==> config.mk <==
export PLATFORM = sky130hd
export DESIGN_NAME = mem_access_unit_flat
export DESIGN_NICKNAME = d
export VERILOG_FILES = /design/src/rtl/mem_access_pkg.sv /design/src/rtl/mem_access_if.sv /design/src/rtl/mem_lane_align.sv /design/src/rtl/mem_access_unit.sv /design/src/flat_wrapper.sv
export SDC_FILE = /design/constraint.sdc
export NUM_CORES = 1
export LEC_CHECK = 0
export BUFFER_PORTS_ARGS = -buffer_cell sky130_fd_sc_hd__buf_4
export CAP_MARGIN = 0
export CORE_UTILIZATION = 30
export CTS_CLUSTER_DIAMETER = 60
export DETAILED_ROUTE_END_ITERATION = 10
export GPL_ROUTABILITY_DRIVEN = 0
export PLACE_DENSITY = 0.46
export SYNTH_ARGS = -nofsm -noshare
export SYNTH_HDL_FRONTEND = slang
export SYNTH_HIERARCHICAL = 1
export SYNTH_SLANG_ARGS = --single-unit
==> constraint.sdc <==
create_clock -name Clk -period 2.9 [get_ports Clk]
set_input_delay 0.145 -clock Clk [delete_from_list [all_inputs] [get_ports Clk]]
set_output_delay 0.145 -clock Clk [all_outputs]
set_load 0.01 [all_outputs]
==> src/rtl/mem_access_pkg.sv <==
// Shared types and constants for the memory access unit: size codes, FSM states,
// lane shifts and the latched request payload.
package mem_access_pkg;

    localparam int unsigned DATA_W = 32;

    localparam logic [1:0] SZ_BYTE = 2'b00;
    localparam logic [1:0] SZ_HALF = 2'b01;
    localparam logic [1:0] SZ_WORD = 2'b10;

    typedef logic [1:0] state_t;
    localparam state_t ST_IDLE  = 2'd0;
    localparam state_t ST_READ  = 2'd1;
    localparam state_t ST_WRITE = 2'd2;
    localparam state_t ST_RESP  = 2'd3;

    localparam int unsigned LANE_BYTE_SH = 3;
    localparam int unsigned LANE_HALF_SH = 4;

    typedef struct packed {
        logic              write;
        logic [1:0]        size;
        logic              uns;
        logic [1:0]        lo;
        logic [DATA_W-1:0] wdata;
    } req_lat_t;

    // Reserved size code behaves as a word access
    function automatic logic [1:0] norm_size(input logic [1:0] size);
        return ((size == SZ_BYTE) || (size == SZ_HALF)) ? size : SZ_WORD;
    endfunction

    // Bit offset of the addressed lane; low bits below the access size are dropped
    function automatic logic [4:0] lane_shift(input logic [1:0] size, input logic [1:0] lo);
        case (size)
            SZ_BYTE: return 5'(lo) << LANE_BYTE_SH;
            SZ_HALF: return 5'(lo[1]) << LANE_HALF_SH;
            default: return 5'd0;
        endcase
    endfunction

endpackage

==> src/rtl/mem_access_if.sv <==
// Request/response handshake plus single-port word memory bus of the access unit.
interface mem_access_if #(
    parameter int unsigned AW = 32
);
    logic          Req_Valid;
    logic          Req_Ready;
    logic          Req_Write;
    logic [1:0]    Req_Size;
    logic          Req_Unsigned;
    logic [AW-1:0] Req_Addr;
    logic [31:0]   Req_Wdata;
    logic          Rsp_Valid;
    logic          Rsp_Ready;
    logic [31:0]   Rsp_Rdata;
    logic          Rsp_Err;
    logic          Mem_We;
    logic [31:0]   Mem_Addr;
    logic [31:0]   Mem_Wd;
    logic [31:0]   Mem_Rd;

    modport slave (
        input  Req_Valid, Req_Write, Req_Size, Req_Unsigned, Req_Addr, Req_Wdata,
        input  Rsp_Ready, Mem_Rd,
        output Req_Ready, Rsp_Valid, Rsp_Rdata, Rsp_Err, Mem_We, Mem_Addr, Mem_Wd
    );

    modport master (
        output Req_Valid, Req_Write, Req_Size, Req_Unsigned, Req_Addr, Req_Wdata,
        output Rsp_Ready, Mem_Rd,
        input  Req_Ready, Rsp_Valid, Rsp_Rdata, Rsp_Err, Mem_We, Mem_Addr, Mem_Wd
    );
endinterface

==> src/rtl/mem_lane_align.sv <==
// Little-endian lane handling: load extract/extend and sub-word store merge.
module mem_lane_align
    import mem_access_pkg::*;
(
    input  logic [31:0] rd,
    input  logic [1:0]  lo,
    input  logic [1:0]  size,
    input  logic        uns,
    input  logic [31:0] wdata,
    output logic [31:0] ld_data_c,
    output logic [31:0] st_data_c
);

    logic [4:0]  sh;
    logic [15:0] lane;
    logic [31:0] mask;

    always_comb begin
        sh        = lane_shift(size, lo);
        lane      = 16'(rd >> sh);
        mask      = '1;
        ld_data_c = rd;
        case (size)
            SZ_BYTE: begin
                mask      = 32'h0000_00FF << sh;
                ld_data_c = {{24{~uns & lane[7]}}, lane[7:0]};
            end
            SZ_HALF: begin
                mask      = 32'h0000_FFFF << sh;
                ld_data_c = {{16{~uns & lane[15]}}, lane[15:0]};
            end
            default: ;
        endcase
        st_data_c = (rd & ~mask) | ((wdata << sh) & mask);
    end

endmodule

==> src/rtl/mem_access_unit.sv <==
// Byte-addressed load/store initiator for a single-port word memory.
// Optional misaligned-access trap: define MEM_MISALIGN_TRAP_EN.
module mem_access_unit
    import mem_access_pkg::*;
#(
    parameter int unsigned DEPTH_WORDS = 64,
    parameter int unsigned AW          = 32
) (
    input  logic         Clk,
    input  logic         Rst_n,
    mem_access_if.slave  bus
);

    localparam logic [AW-1:0] DEPTH_IDX = AW'(DEPTH_WORDS);

    state_t      state, state_nxt;
    req_lat_t    lat, lat_nxt;
    logic        req_ready_q, rsp_valid_q, mem_we_q;
    logic        rsp_err_q, rsp_err_nxt;
    logic [31:0] rsp_rdata_q, rsp_rdata_nxt;
    logic [31:0] mem_addr_q, mem_addr_nxt;
    logic [31:0] mem_wd_q, mem_wd_nxt;
    logic [1:0]  req_size_c;
    logic        range_err_c, misalign_c;
    logic [31:0] ld_data_c, st_data_c;

    assign req_size_c  = norm_size(bus.Req_Size);
    assign range_err_c = (bus.Req_Addr >> 2) >= DEPTH_IDX;

`ifdef MEM_MISALIGN_TRAP_EN
    assign misalign_c = ((req_size_c == SZ_HALF) && bus.Req_Addr[0]) ||
                        ((req_size_c == SZ_WORD) && (bus.Req_Addr[1:0] != 2'b00));
`else
    assign misalign_c = 1'b0;
`endif

    mem_lane_align u_align (
        .rd        (bus.Mem_Rd),
        .lo        (lat.lo),
        .size      (lat.size),
        .uns       (lat.uns),
        .wdata     (lat.wdata),
        .ld_data_c (ld_data_c),
        .st_data_c (st_data_c)
    );

    // Next state and next values of all registered outputs
    always_comb begin
        state_nxt     = state;
        lat_nxt       = lat;
        rsp_rdata_nxt = rsp_rdata_q;
        rsp_err_nxt   = rsp_err_q;
        mem_addr_nxt  = mem_addr_q;
        mem_wd_nxt    = mem_wd_q;
        case (state)
            ST_IDLE: begin
                if (bus.Req_Valid) begin
                    lat_nxt.write = bus.Req_Write;
                    lat_nxt.size  = req_size_c;
                    lat_nxt.uns   = bus.Req_Unsigned;
                    lat_nxt.lo    = bus.Req_Addr[1:0];
                    lat_nxt.wdata = bus.Req_Wdata;
                    mem_addr_nxt  = 32'(bus.Req_Addr >> 2);
                    rsp_rdata_nxt = '0;
                    rsp_err_nxt   = 1'b0;
                    if (range_err_c || misalign_c) begin
                        rsp_err_nxt = 1'b1;
                        state_nxt   = ST_RESP;
                    end else if (bus.Req_Write && (req_size_c == SZ_WORD)) begin
                        mem_wd_nxt = bus.Req_Wdata;
                        state_nxt  = ST_WRITE;
                    end else begin
                        state_nxt = ST_READ;
                    end
                end
            end
            ST_READ: begin
                if (lat.write) begin
                    mem_wd_nxt = st_data_c;
                    state_nxt  = ST_WRITE;
                end else begin
                    rsp_rdata_nxt = ld_data_c;
                    state_nxt     = ST_RESP;
                end
            end
            ST_WRITE: state_nxt = ST_RESP;
            ST_RESP: begin
                if (bus.Rsp_Ready) state_nxt = ST_IDLE;
            end
            default: state_nxt = ST_IDLE;
        endcase
    end

    // Handshake and write-enable flags are decoded from the next state so they
    // line up with the state register
    always_ff @(posedge Clk or negedge Rst_n) begin
        if (!Rst_n) begin
            state       <= ST_IDLE;
            lat         <= '0;
            req_ready_q <= 1'b1;
            rsp_valid_q <= 1'b0;
            rsp_rdata_q <= '0;
            rsp_err_q   <= 1'b0;
            mem_we_q    <= 1'b0;
            mem_addr_q  <= '0;
            mem_wd_q    <= '0;
        end else begin
            state       <= state_nxt;
            lat         <= lat_nxt;
            req_ready_q <= (state_nxt == ST_IDLE);
            rsp_valid_q <= (state_nxt == ST_RESP);
            rsp_rdata_q <= rsp_rdata_nxt;
            rsp_err_q   <= rsp_err_nxt;
            mem_we_q    <= (state_nxt == ST_WRITE);
            mem_addr_q  <= mem_addr_nxt;
            mem_wd_q    <= mem_wd_nxt;
        end
    end

    assign bus.Req_Ready = req_ready_q;
    assign bus.Rsp_Valid = rsp_valid_q;
    assign bus.Rsp_Rdata = rsp_rdata_q;
    assign bus.Rsp_Err   = rsp_err_q;
    assign bus.Mem_We    = mem_we_q;
    assign bus.Mem_Addr  = mem_addr_q;
    assign bus.Mem_Wd    = mem_wd_q;

endmodule
==> src/flat_wrapper.sv <==
// flat-port wrapper written by rule: the top's interface ports become plain ports
module mem_access_unit_flat import mem_access_pkg::*;
#(
    parameter int unsigned DEPTH_WORDS = 64,
    parameter int unsigned AW          = 32
)
  (Clk, Rst_n, bus_Req_Valid, bus_Req_Write, bus_Req_Size, bus_Req_Unsigned, bus_Req_Addr, bus_Req_Wdata, bus_Rsp_Ready, bus_Mem_Rd, bus_Req_Ready, bus_Rsp_Valid, bus_Rsp_Rdata, bus_Rsp_Err, bus_Mem_We, bus_Mem_Addr, bus_Mem_Wd);
  mem_access_if #(.AW(AW)) bus_i ();
  input  logic Clk;
  input  logic Rst_n;
  input wire logic [$bits(bus_i.Req_Valid)-1:0] bus_Req_Valid;
  input wire logic [$bits(bus_i.Req_Write)-1:0] bus_Req_Write;
  input wire logic [$bits(bus_i.Req_Size)-1:0] bus_Req_Size;
  input wire logic [$bits(bus_i.Req_Unsigned)-1:0] bus_Req_Unsigned;
  input wire logic [$bits(bus_i.Req_Addr)-1:0] bus_Req_Addr;
  input wire logic [$bits(bus_i.Req_Wdata)-1:0] bus_Req_Wdata;
  input wire logic [$bits(bus_i.Rsp_Ready)-1:0] bus_Rsp_Ready;
  input wire logic [$bits(bus_i.Mem_Rd)-1:0] bus_Mem_Rd;
  output wire logic [$bits(bus_i.Req_Ready)-1:0] bus_Req_Ready;
  output wire logic [$bits(bus_i.Rsp_Valid)-1:0] bus_Rsp_Valid;
  output wire logic [$bits(bus_i.Rsp_Rdata)-1:0] bus_Rsp_Rdata;
  output wire logic [$bits(bus_i.Rsp_Err)-1:0] bus_Rsp_Err;
  output wire logic [$bits(bus_i.Mem_We)-1:0] bus_Mem_We;
  output wire logic [$bits(bus_i.Mem_Addr)-1:0] bus_Mem_Addr;
  output wire logic [$bits(bus_i.Mem_Wd)-1:0] bus_Mem_Wd;
  assign bus_i.Req_Valid = bus_Req_Valid;
  assign bus_i.Req_Write = bus_Req_Write;
  assign bus_i.Req_Size = bus_Req_Size;
  assign bus_i.Req_Unsigned = bus_Req_Unsigned;
  assign bus_i.Req_Addr = bus_Req_Addr;
  assign bus_i.Req_Wdata = bus_Req_Wdata;
  assign bus_i.Rsp_Ready = bus_Rsp_Ready;
  assign bus_i.Mem_Rd = bus_Mem_Rd;
  assign bus_Req_Ready = bus_i.Req_Ready;
  assign bus_Rsp_Valid = bus_i.Rsp_Valid;
  assign bus_Rsp_Rdata = bus_i.Rsp_Rdata;
  assign bus_Rsp_Err = bus_i.Rsp_Err;
  assign bus_Mem_We = bus_i.Mem_We;
  assign bus_Mem_Addr = bus_i.Mem_Addr;
  assign bus_Mem_Wd = bus_i.Mem_Wd;
  mem_access_unit #(.DEPTH_WORDS(DEPTH_WORDS), .AW(AW)) u_core (.Clk(Clk), .Rst_n(Rst_n), .bus(bus_i));
endmodule
; ---- After elaboration in Yosys (flattened, before gate mapping)
; Index checks and enable logic that the tools add are counted.
[op_classes]
eq_ne = 13
bitwise_logic = 7
shift = 4
muxes = 19
reduce_logical = 10
order_cmp = 1
[ops]
columns = cell, n
row1 = $pmux W32 S2, 4
row2 = $mux W32, 6
row3 = $and A32 B32 Y32, 2
row4 = $not A32 Y32, 1
row5 = $or A32 B32 Y32, 1
row6 = $shl A16 B5 Y32 const A, 1
row7 = $shl A32 B5 Y32, 1
row8 = $shl A8 B5 Y32 const A, 1
row9 = $shr A32 B5 Y16, 1
row10 = $ge A30 B7 Y1 const B, 1
row11 = $eq A2 B2 Y1 const B, 5
row12 = $mux W2, 5
row13 = $pmux W5 S2, 1
row14 = $logic_not A2 Y1, 4
row15 = $pmux W2 S4, 1
row16 = $eq A2 B1 Y1 const B, 3
row17 = $ne A2 B2 Y1 const B, 3
row18 = $reduce_and A5 Y1, 1
row19 = $ne A2 B1 Y1 const B, 2
row20 = $reduce_and A3 Y1, 1
row21 = $and A1 B1 Y1, 2
row22 = $mux W1, 2
row23 = $reduce_and A2 Y1, 1
row24 = $reduce_bool A2 Y1, 1
row25 = 3 further kinds, 3
[totals]
out_inout_bits = 100
wordCells = 67
regBits = 138
inputBits = 104

; ---- Longest topological paths before layout
; Gate-level depths: netlist (run 1).
[depth]
word_depth = 10
mapped_depth = 10
depth_no_buf = 7

; ---- Cells and area by module
; The synthesis (run 1) kept the hierarchy.
[by_module_without_submodules]
columns = module, cells_each, area_each_um2, instances, seq_area_each_um2
row1 = mem_access_unit, 470, 6207.2, 1, 3454.6
row2 = mem_lane_align, 211, 1431.4, 1, 0.0

; ---- Worst setup path after synthesis (run 1)
; No wires, ideal clock.
[synth_path]
kind = register to register
startpoint = register u_core/lat[35] (netlist name)
endpoint = register u_core.mem_wd_q[5] (netlist: u_core/bus.Mem_Wd[5])
path_slack_ns = 0.854
period_less_slack_ns = 2.046
setup_time_ns = 0.133
path_buffers = 3
path_stages_with_launch = 10
t_required_ns = 2.767
t_arrival_ns = 1.912
cell_sequence = dfrtp_1 -> buf_6 -> nand2b_4 -> buf_6 -> a21oi_4 -> buf_4 -> mux2_2 -> mux2_2 -> nand2_1 -> o211ai_2
[synth_between]
elab_chain_cells = 9
elab_cells_between_ends = 13
cone_classes = eq/ne: 1 / shift: 3 / mux: 4 / bitwise: 4 / reduce/logical: 1
[synth_rtl]
columns = element, line_no
row1 = from (decl), mem_access_unit.sv:17  ; req_lat_t lat, lat_nxt;
row2 = from (signal assigned), mem_access_unit.sv:109  ; lat <= lat_nxt;
row3 = $eq A2 B1 Y1 / $logic_not A2 Y1 (equally long branches), "mem_access_pkg.sv:35, mem_lane_align.sv:23"
row4 = $pmux W5 S2, mem_access_pkg.sv:35  ; case (size)
row5 = $shl A16 B5 Y32 / $shl A8 B5 Y32 (equally long branches), "mem_lane_align.sv:29, mem_lane_align.sv:25"
row6 = $pmux W32 S2, mem_lane_align.sv:23  ; case (size)
row7 = $not A32 Y32, mem_lane_align.sv:34  ; st_data_c = (rd & ~mask) | ((wdata << sh) & mask);
row8 = $and A32 B32 Y32, mem_lane_align.sv:34
row9 = $or A32 B32 Y32 *, mem_lane_align.sv:34
row10 = named net u_core.st_data_c[5], mem_access_unit.sv:25  ; logic [31:0] ld_data_c, st_data_c;
row11 = $mux W32 *, mem_access_unit.sv:78  ; if (lat.write) begin
row12 = $pmux W32 S2 *, mem_access_unit.sv:55  ; case (state)
row13 = to (signal assigned), mem_access_unit.sv:116  ; mem_wd_q <= mem_wd_nxt;
row14 = to (decl), mem_access_unit.sv:22  ; logic [31:0] mem_wd_q, mem_wd_nxt;
; Mark *: on every way through the listed nets, which the timed path passes. The rest lies on a longest branch. The select of a mux whose other input is x is not followed.
; A chain may end at the register's enable or synchronous reset.

; ---- Worst setup path in the final report (run 1)
[layout_path]
startpoint = register u_core/lat[33] (netlist name)
endpoint = register u_core.rsp_rdata_q[22] (netlist: u_core/bus.Rsp_Rdata[22])
[layout_between]
elab_chain_cells = 6
elab_cells_between_ends = 7
cone_classes = shift: 1 / mux: 4 / bitwise: 2
[layout_rtl]
columns = element, line_no
row1 = $pmux W5 S2 *, mem_access_pkg.sv:35
row2 = $shr A32 B5 Y16 *, mem_lane_align.sv:20  ; lane = 16'(rd >> sh);
row3 = "$and A1 B1 Y1, on equally long branches", "mem_lane_align.sv:30, mem_lane_align.sv:26"
row4 = $pmux W32 S2 *, mem_lane_align.sv:23
row5 = named net u_core.ld_data_c[22], mem_access_unit.sv:25
row6 = $mux W32 *, mem_access_unit.sv:78
row7 = $pmux W32 S2 *, mem_access_unit.sv:55
row8 = to (signal assigned), mem_access_unit.sv:112  ; rsp_rdata_q <= rsp_rdata_nxt;
row9 = to (decl), mem_access_unit.sv:20  ; logic [31:0] rsp_rdata_q, rsp_rdata_nxt;
; Marks and branches as above.

==> summary.md, run 1 <==
| Metric | Value |
|---|---|
| Post-route cell area | `10600 µm²` |
| Most used standard cells in the synthesized netlist | `137 x sky130_fd_sc_hd__dfrtp_1, 101 x sky130_fd_sc_hd__mux2_2, 93 x sky130_fd_sc_hd__nand2_1` |
| Rel. slew slack | `0.443` |
| Placed standard-cell area | `9340 µm²` |
| Leading cell types by total area after synthesis | `sky130_fd_sc_hd__dfrtp_1 45%, sky130_fd_sc_hd__mux2_2 15%, sky130_fd_sc_hd__o211ai_2 4.9%` |
| Maximum fanout along the worst path | `22` |
| Syn. warnings | `6` |
| Number of routed nets with antenna violations | `0` |
| Total routing resource utilization after global routing | `0.198` |
| Core region area | `25100 µm²` |
| Share of synthesized cell area in full adder, half adder and majority cells | `0` |
| Library cell with the largest summed area after synthesis | `sky130_fd_sc_hd__dfrtp_1` |
| Worst Path Required | `3.26 ns` |
| Pint | `6.79 mW` |
| Crit end category | `flip-flop` |
| Fmax | `415 MHz` |
| Setup slack of the critical path after layout | `0.493 ns` |
| Wire length of the first global-routing pass | `39600 µm` |
| Final cycle utilization of the critical path | `0.830` |
| Post-synth top flop | `sky130_fd_sc_hd__dfrtp_1` |
| Count of different cell masters after synthesis | `52` |
| Vias in the first global route | `6822` |
| First-iteration detailed-routing DRC count | `361` |
| TritonCTS clock tree | `done` |
| Cell at the root of the clock tree | `sky130_fd_sc_hd__clkbuf_16` |
| Combinational Power Share | `0.491` |
| Highest ir drop seen on vdd | `0.000445 V` |
| Number of buffer cells added on primary ports | `201` |
| Path category of the worst min-delay check | `in -> reg` |
| Mean cell area of the mapped netlist | `11.2 µm²` |
| Mapped Area | `7640 µm²` |
| Global route total overflow | `0` |
| Transition at the pin with the smallest max-transition slack | `0.835 ns` |
| Simple logic cell fraction of the synthesized area | `0.0989` |
| Horiz. Die Dim | `162 µm` |
| Fill cell instance count of the final layout | `2471` |
| Ys async rst share | `1.00` |
| Clock slew at the register clock pins of the worst setup and hold paths | `0.06 ns` |
| #FFs+latches synth | `138` |
| Post-cts sizing count | `0` |
| Share of cells above drive strength 1 | `0.431` |
| Area enclosed by the die boundary | `26100 µm²` |
| CTS H-tree depth | `4` |
| Count of flip-flops with a built-in enable after synthesis | `0` |
| Average wire per standard cell | `20.3 µm` |
| Largest net degree at the start of global routing | `76` |
| Initial core utilization | `0.304` |
| Clock net sink count | `138` |
| Switching power total | `4.41 mW` |
| Share of synthesized area occupied by flip-flops and latches | `0.452` |
| P per Cell Area | `1060 nW/µm²` |
| Share of Yosys cell area claimed by the top area cell type | `0.449` |
| Relative contribution of sequential cells to total power | `0.323` |
| Compound-gate portion of the synthesized area | `0.208` |
| Area taken by multi-input logic gates | `3760 µm²` |
| Data arrival time of the critical path | `2.77 ns` |
| Final Slew Violations | `0` |
| I/O pins | `204` |
| Layout net count | `1028` |
| Site row count | `58` |
| Number of buffers added by the clock tree synthesis step | `17` |
| Setup clock skew after layout | `0.0103 ns` |
| Footprint of the flip-flops and latches | `3450 µm²` |
| Startpoint type of the worst setup path | `flip-flop` |
| Worst hold slack | `0.0291 ns` |
| Final HPWL from detailed placement | `18200 µm` |
| Most frequently used cell type in the post-synthesis netlist | `sky130_fd_sc_hd__dfrtp_1` |
| Wirelength, routed | `25700 µm` |
| Setup slack at placement | `0.539 ns` |
| Setup TNS | `0 ns` |
| Largest family of logic cells by synthesized area | `compound AO/OA/AOI/OAI gates` |
| Multiplexer share of the synthesized area | `0.183` |
| Number of antenna diodes | `0` |
| Number of search-and-repair iterations in the first detailed-routing pass | `4` |
| Start-to-end type of the worst setup path | `reg -> reg` |
| Maximum number of buffers from clock root to sink | `2` |
| Antenna violations before repair | `0` |
| Final-report setup violation count | `0` |
| Skew-Pair Late Insertion Delay | `0.42 ns` |
| Y dimension of the die | `162 µm` |
| Net switching fraction of the power | `0.394` |
| Via count | `6491` |
| Final critical-path required period | `2.41 ns` |
| Unrepaired setup endpoints after global routing | `no` |
| Leakage Power | `4.74 nW` |
| Cell count after synthesis | `681` |
| Share of the synthesized netlist area taken by xor and xnor gates | `0` |
| Util after Layout | `0.421` |
| Clk network pwr share | `0.186` |
| Vias per cell | `5.12` |
| Drt drc | `0` |
| Number of max-cap violations | `0` |
| Area Growth Syn to Fin | `38.5%` |
| Final hold violation count | `0` |
| Outcome | `completed` |
==> power by group through the flow <==
stage | clock, mW | combinational [mW] | sequential [mW]
2_1_floorplan | 0 | 3.38 | 3.67
3_3_place_gp | 0 | 5.33 | 3.61
3_5_place_dp | 0 | 5.43 | 3.64
4_1_cts | 2.16 | 5.52 | 3.63
5_1_grt | 2.23 | 5.93 | 3.74
6_report | 2.09 | 5.50 | 3.61
==> per-stage QoR <==
stage / instances / total power, mW
after floorplan: 682 / 7.05
final: 1267 / 11.2
after detailed placement: 1167 / 9.07
after global placement: 1167 / 8.95
after CTS: 1267 / 11.3
after global routing: 1267 / 11.9
==> registers in the layout (all words and copies together), names as in the netlist <==
register,count
u_core/bus.Req_Ready,1
u_core/bus.Mem_Wd,32
u_core/bus.Rsp_Valid,1
u_core/bus.Rsp_Rdata,32
u_core/state,2
u_core/bus.Mem_We,1
u_core/bus.Rsp_Err,1
u_core/lat,38
u_core/bus.Mem_Addr,30
==> timing repair <==
action,CTS,global route
setup buffers,0,0
setup endpoints to repair,0,0
endpoints found under the hold margin,125,0
hold buffers,68,0
==> cells in the final DEF (no fill, tap or decap), drive strengths merged, types with 3 or more instances in the layout <==
master	synthesis	final
buf	34	217
dfrtp	137	137
mux2	108	108
nand2	93	93
o211ai	71	71
dlygate4sd3	0	68
o21ai	35	35
a22o	34	34
nor2b	24	24
clkbuf	27	19
mux2i	16	16
inv	14	16
a21oi	15	15
nor2	10	10
o22ai	8	8
a221oi	8	8
nor4	6	6
a2bb2oi	6	6
o22a	6	6
clkinvlp	0	5
clkinv	0	5
nor3b	3	3
==> layer usage <==
metal / routed length [µm] / track usage / vias to the layer above
met2: 12200 / 0.325 / 247
met3: 1710 / 0.0521 / 27
met1: 11300 / 0.254 / 3223
met4: 535 / 0.0635 / 0
li1: - / - / 2994
met5: 0 / 0 / -
==> critical path, cell delays in order, from the launching register on <==
cell                        delay, ns
sky130_fd_sc_hd__dfrtp_1         0.65
sky130_fd_sc_hd__inv_1           0.24
sky130_fd_sc_hd__a21oi_4         0.49
sky130_fd_sc_hd__o2111ai_2       0.51
sky130_fd_sc_hd__o21ai_0         0.28
sky130_fd_sc_hd__a22o_1          0.17
==> layout make-up <==
type / instances / share of cell area
clock buffers: 19 / 0.0409
clock inverters: 13 / 0.0115
inverters: 14 / 0.00497
multi-input cells: 468 / 0.356
flip-flops and latches: 138 / 0.327
well taps: 330 / 0.0390
repair buffers: 285 / 0.221
==> cells by family (layout without fill, tap and decap cells) <==
kind of cell / count (synthesis) / count (layout)
AO/OA/AOI/OAI: 194 / 194
other: 1 / 2
flip-flops: 138 / 138
buffers and inverters: 76 / 331
multiplexers: 125 / 125
AND/OR/NAND/NOR: 147 / 147
==> path summary, 6_finish.rpt <==
check                                                startpoint                              endpoint  cells after the start  slack [ns]
setup reg to reg                     u_core/lat[33]$_DFFE_PN0P_  u_core/bus.Rsp_Rdata[22]$_DFFE_PN0P_                      5        0.49
hold / removal                                  bus_Req_Size[1]            u_core/lat[36]$_DFFE_PN0P_                      2        0.03
setup / recovery                     u_core/lat[33]$_DFFE_PN0P_  u_core/bus.Rsp_Rdata[22]$_DFFE_PN0P_                      5        0.49
max in group asynchronous                                 Rst_n        u_core/bus.Req_Ready$_DFF_PN1_                      3        1.79
min in group asynchronous                                 Rst_n  u_core/bus.Rsp_Rdata[25]$_DFFE_PN0P_                      2        0.29
hold reg to reg            u_core/bus.Rsp_Rdata[19]$_DFFE_PN0P_  u_core/bus.Rsp_Rdata[19]$_DFFE_PN0P_                      1        0.50
Note: power is estimated with default switching activity, not from simulation.
==> run 2: changes to the inputs <==
clock period = 2.48 ns   (was 2.9 ns; I/O delays follow)
==> run 2 against run 1 <==
  * Count of clock-buffer cells in the layout fell by 2
  * Die area did not move
  * Sequential cell count did not move
  * Combinational power rose by 18%
  * Clock power rose by 15%
  * Worst hold slack improved by 0.0078 ns
  * Critical path type unchanged
  * Largest power group unchanged
==> summary.md, run 2 (synthesis results as in run 1) <==
| Metric | Value |
|---|---|
| Leading cell types in the layout, fill and taps excluded | `223 x sky130_fd_sc_hd__buf_4, 137 x sky130_fd_sc_hd__dfrtp_1, 101 x sky130_fd_sc_hd__mux2_2, 93 x sky130_fd_sc_hd__nand2_1, 68 x sky130_fd_sc_hd__dlygate4sd3_1 (was 214 x sky130_fd_sc_hd__buf_4, 137 x sky130_fd_sc_hd__dfrtp_1, 101 x sky130_fd_sc_hd__mux2_2, 93 x sky130_fd_sc_hd__nand2_1, 68 x sky130_fd_sc_hd__dlygate4sd3_1)` |
| Horiz. Die Dim | `162 µm (unchanged)` |
| Skew-Pair Late Insertion Delay | `0.42 ns (about the same)` |
| TritonCTS clock tree | `done (unchanged)` |
| Y dimension of the die | `162 µm (unchanged)` |
| Initial core utilization | `0.304 (unchanged)` |
| Drt drc | `0 (unchanged)` |
| Final hold violation count | `0 (unchanged)` |
| Total routing resource utilization after global routing | `0.199 (was 0.198)` |
| Maximum number of buffers from clock root to sink | `2 (unchanged)` |
| Data arrival time of the critical path | `2.50 ns (was 2.77 ns)` |
| Number of routed nets with antenna violations | `0 (unchanged)` |
| Pint | `7.99 mW (was 6.79 mW)` |
| Number of flip-flops in the largest register | `38 (unchanged)` |
| Number of max-cap violations | `0 (unchanged)` |
| Cell at the root of the clock tree | `sky130_fd_sc_hd__clkbuf_16 (unchanged)` |
| Largest reg by FF count | `u_core/lat (unchanged)` |
| Post-CTS repair timing setup buffer count | `0 (unchanged)` |
| Vias per cell | `5.12 (about the same)` |
| Wire length of the first global-routing pass | `39500 µm (was 39600 µm)` |
| CTS H-tree depth | `4 (unchanged)` |
| Via count | `6529 (was 6491)` |
| Final-report setup violation count | `0 (unchanged)` |
| Antenna violations before repair | `1 (was 0)` |
| Path category of the worst min-delay check | `in -> reg (unchanged)` |
| Worst Path Required | `2.79 ns (was 3.26 ns)` |
| Startpoint type of the worst setup path | `flip-flop (unchanged)` |
| First-iteration detailed-routing DRC count | `416 (was 361)` |
| Util after Layout | `0.424 (was 0.421)` |
| Global route total overflow | `0 (unchanged)` |
| Share of cells above drive strength 1 | `0.438 (was 0.431)` |
| Number of buffers added by the clock tree synthesis step | `17 (unchanged)` |
| Vias in the first global route | `6722 (was 6822)` |
| Final critical-path required period | `2.19 ns (was 2.41 ns)` |
| Start-to-end type of the worst setup path | `reg -> reg (unchanged)` |
| Core region area | `25100 µm² (unchanged)` |
| Number of buffer cells added on primary ports | `201 (unchanged)` |
| Net switching fraction of the power | `0.392 (was 0.394)` |
| Average wire per standard cell | `20.1 µm (was 20.3 µm)` |
| Site row count | `58 (unchanged)` |
| Unrepaired setup endpoints after global routing | `no (unchanged)` |
| P per Cell Area | `1230 nW/µm² (was 1060 nW/µm²)` |
| Overall Power | `13.1 mW (was 11.2 mW)` |
| Rel. slew slack | `0.515 (was 0.443)` |
| Area Growth Syn to Fin | `39.4% (was 38.5%)` |
| I/O pins | `204 (unchanged)` |
| Final cycle utilization of the critical path | `0.884 (was 0.830)` |
| Crit end category | `flip-flop (unchanged)` |
| Largest net degree at the start of global routing | `59 (was 76)` |
| Number of search-and-repair iterations in the first detailed-routing pass | `5 (was 4)` |
| Final HPWL from detailed placement | `18600 µm (was 18200 µm)` |
| Fmax | `456 MHz (was 415 MHz)` |
| Relative contribution of sequential cells to total power | `0.324 (was 0.323)` |
| Layout net count | `1037 (was 1028)` |
| Clock net sink count | `138 (unchanged)` |
| Setup TNS | `0 ns (unchanged)` |
| Outcome | `completed (unchanged)` |
| Maximum fanout along the worst path | `22 (unchanged)` |
| Most common library cell in the layout ignoring fill and taps | `sky130_fd_sc_hd__buf_4 (unchanged)` |
| Area enclosed by the die boundary | `26100 µm² (unchanged)` |
| Combinational Power Share | `0.492 (was 0.491)` |
| Clock slew at the register clock pins of the worst setup and hold paths | `0.06 ns (about the same)` |
| Highest ir drop seen on vdd | `0.000445 V (about the same)` |
| Setup clock skew after layout | `0.00964 ns (was 0.0103 ns)` |
| Final Slew Violations | `0 (unchanged)` |
| Clk network pwr share | `0.183 (was 0.186)` |
| Wirelength, routed | `25700 µm (about the same)` |
| Transition at the pin with the smallest max-transition slack | `0.725 ns (was 0.835 ns)` |
| Switching power total | `5.16 mW (was 4.41 mW)` |
| Leakage Power | `4.79 nW (was 4.74 nW)` |
run 2: cell count changes in the layout (fill, tap and decap cells not counted):
cell / before / now
sky130_fd_sc_hd__buf_4: 214 / 223
sky130_fd_sc_hd__clkbuf_1: 2 / 0
sky130_fd_sc_hd__clkinv_2: 2 / 5
sky130_fd_sc_hd__clkinv_4: 3 / 1
sky130_fd_sc_hd__clkinvlp_4: 5 / 3
sky130_fd_sc_hd__diode_2: 0 / 1
sky130_fd_sc_hd__inv_6: 2 / 4
sky130_fd_sc_hd__o2111ai_2: 1 / 0
sky130_fd_sc_hd__o2111ai_4: 0 / 1
run 2: final cells by class:
cell class,instances,area (µm²)
inverter,14,52.6
timing repair buffer,294,2410
tap,330,413
clock inverter,14,121
multi-input combinational,468,3770
clock buffer,17,425
sequential,138,3450
fill,2434,14500
antenna,1,2.50
run 2: per-stage QoR:
| stage | hold WS [ns] | area (µm²) | setup slack, ns | cells |
|---|---|---|---|---|
| 5_1_grt | 0.0276 | 10700 | 0.177 | 1276 |
| 3_3_place_gp | 0.116 | 9410 | 0.311 | 1176 |
| 2_1_floorplan | -0.172 | 7640 | 0.434 | 682 |
| 4_1_cts | 0.00898 | 10600 | 0.193 | 1275 |
| 3_5_place_dp | 0.114 | 9410 | 0.184 | 1176 |
| 6_report | 0.0369 | 10700 | 0.288 | 1276 |
run 2: path summary, 6_finish.rpt:
check	slack (ns)	cells past startpoint	from	endpoint
min reg2reg	0.51	1	u_core/lat[22]$_DFFE_PN0P_	u_core/lat[22]$_DFFE_PN0P_
max in group asynchronous	1.47	3	Rst_n	u_core/bus.Mem_Wd[10]$_DFFE_PN0P_
max reg2reg	0.29	5	u_core/lat[33]$_DFFE_PN0P_	u_core/bus.Rsp_Rdata[19]$_DFFE_PN0P_
max	0.29	5	u_core/lat[33]$_DFFE_PN0P_	u_core/bus.Rsp_Rdata[19]$_DFFE_PN0P_
min	0.04	3	bus_Req_Size[0]	u_core/lat[35]$_DFFE_PN0P_
min in group asynchronous	0.22	2	Rst_n	u_core/bus.Rsp_Rdata[26]$_DFFE_PN0P_
run 2: timing repair:
action                     in CTS  in global routing
setup endpoints to repair       0                  1
hold buffers                   68                  0
hold endpoints to repair      112                  0
resized for setup               0                  1
run 2: metal layers:
| metal | GRT usage | vias up | wire length, µm |
|---|---|---|---|
| met5 | 0 | - | 0 |
| met4 | 0.0686 | 0 | 569 |
| met3 | 0.0532 | 30 | 1680 |
| met2 | 0.323 | 247 | 12200 |
| met1 | 0.255 | 3236 | 11300 |
| li1 | - | 3016 | - |
run 2: power by group through the flow:
stage / logic [mW] / clock network (mW) / registers [mW]
after global placement: 6.29 / 0 / 4.28
after detailed placement: 6.38 / 0 / 4.30
after floorplan: 3.95 / 0 / 4.29
final: 6.48 / 2.41 / 4.26
after CTS: 6.48 / 2.48 / 4.29
after global routing: 7.01 / 2.58 / 4.42
run 2: critical path: stages, from the launching register on:
cell and delay (ns):
sky130_fd_sc_hd__dfrtp_1 0.54, sky130_fd_sc_hd__nor2b_1 0.51, sky130_fd_sc_hd__o211ai_2 0.23, sky130_fd_sc_hd__o2111ai_4 0.31, sky130_fd_sc_hd__o21ai_0 0.22, sky130_fd_sc_hd__a22o_1 0.25
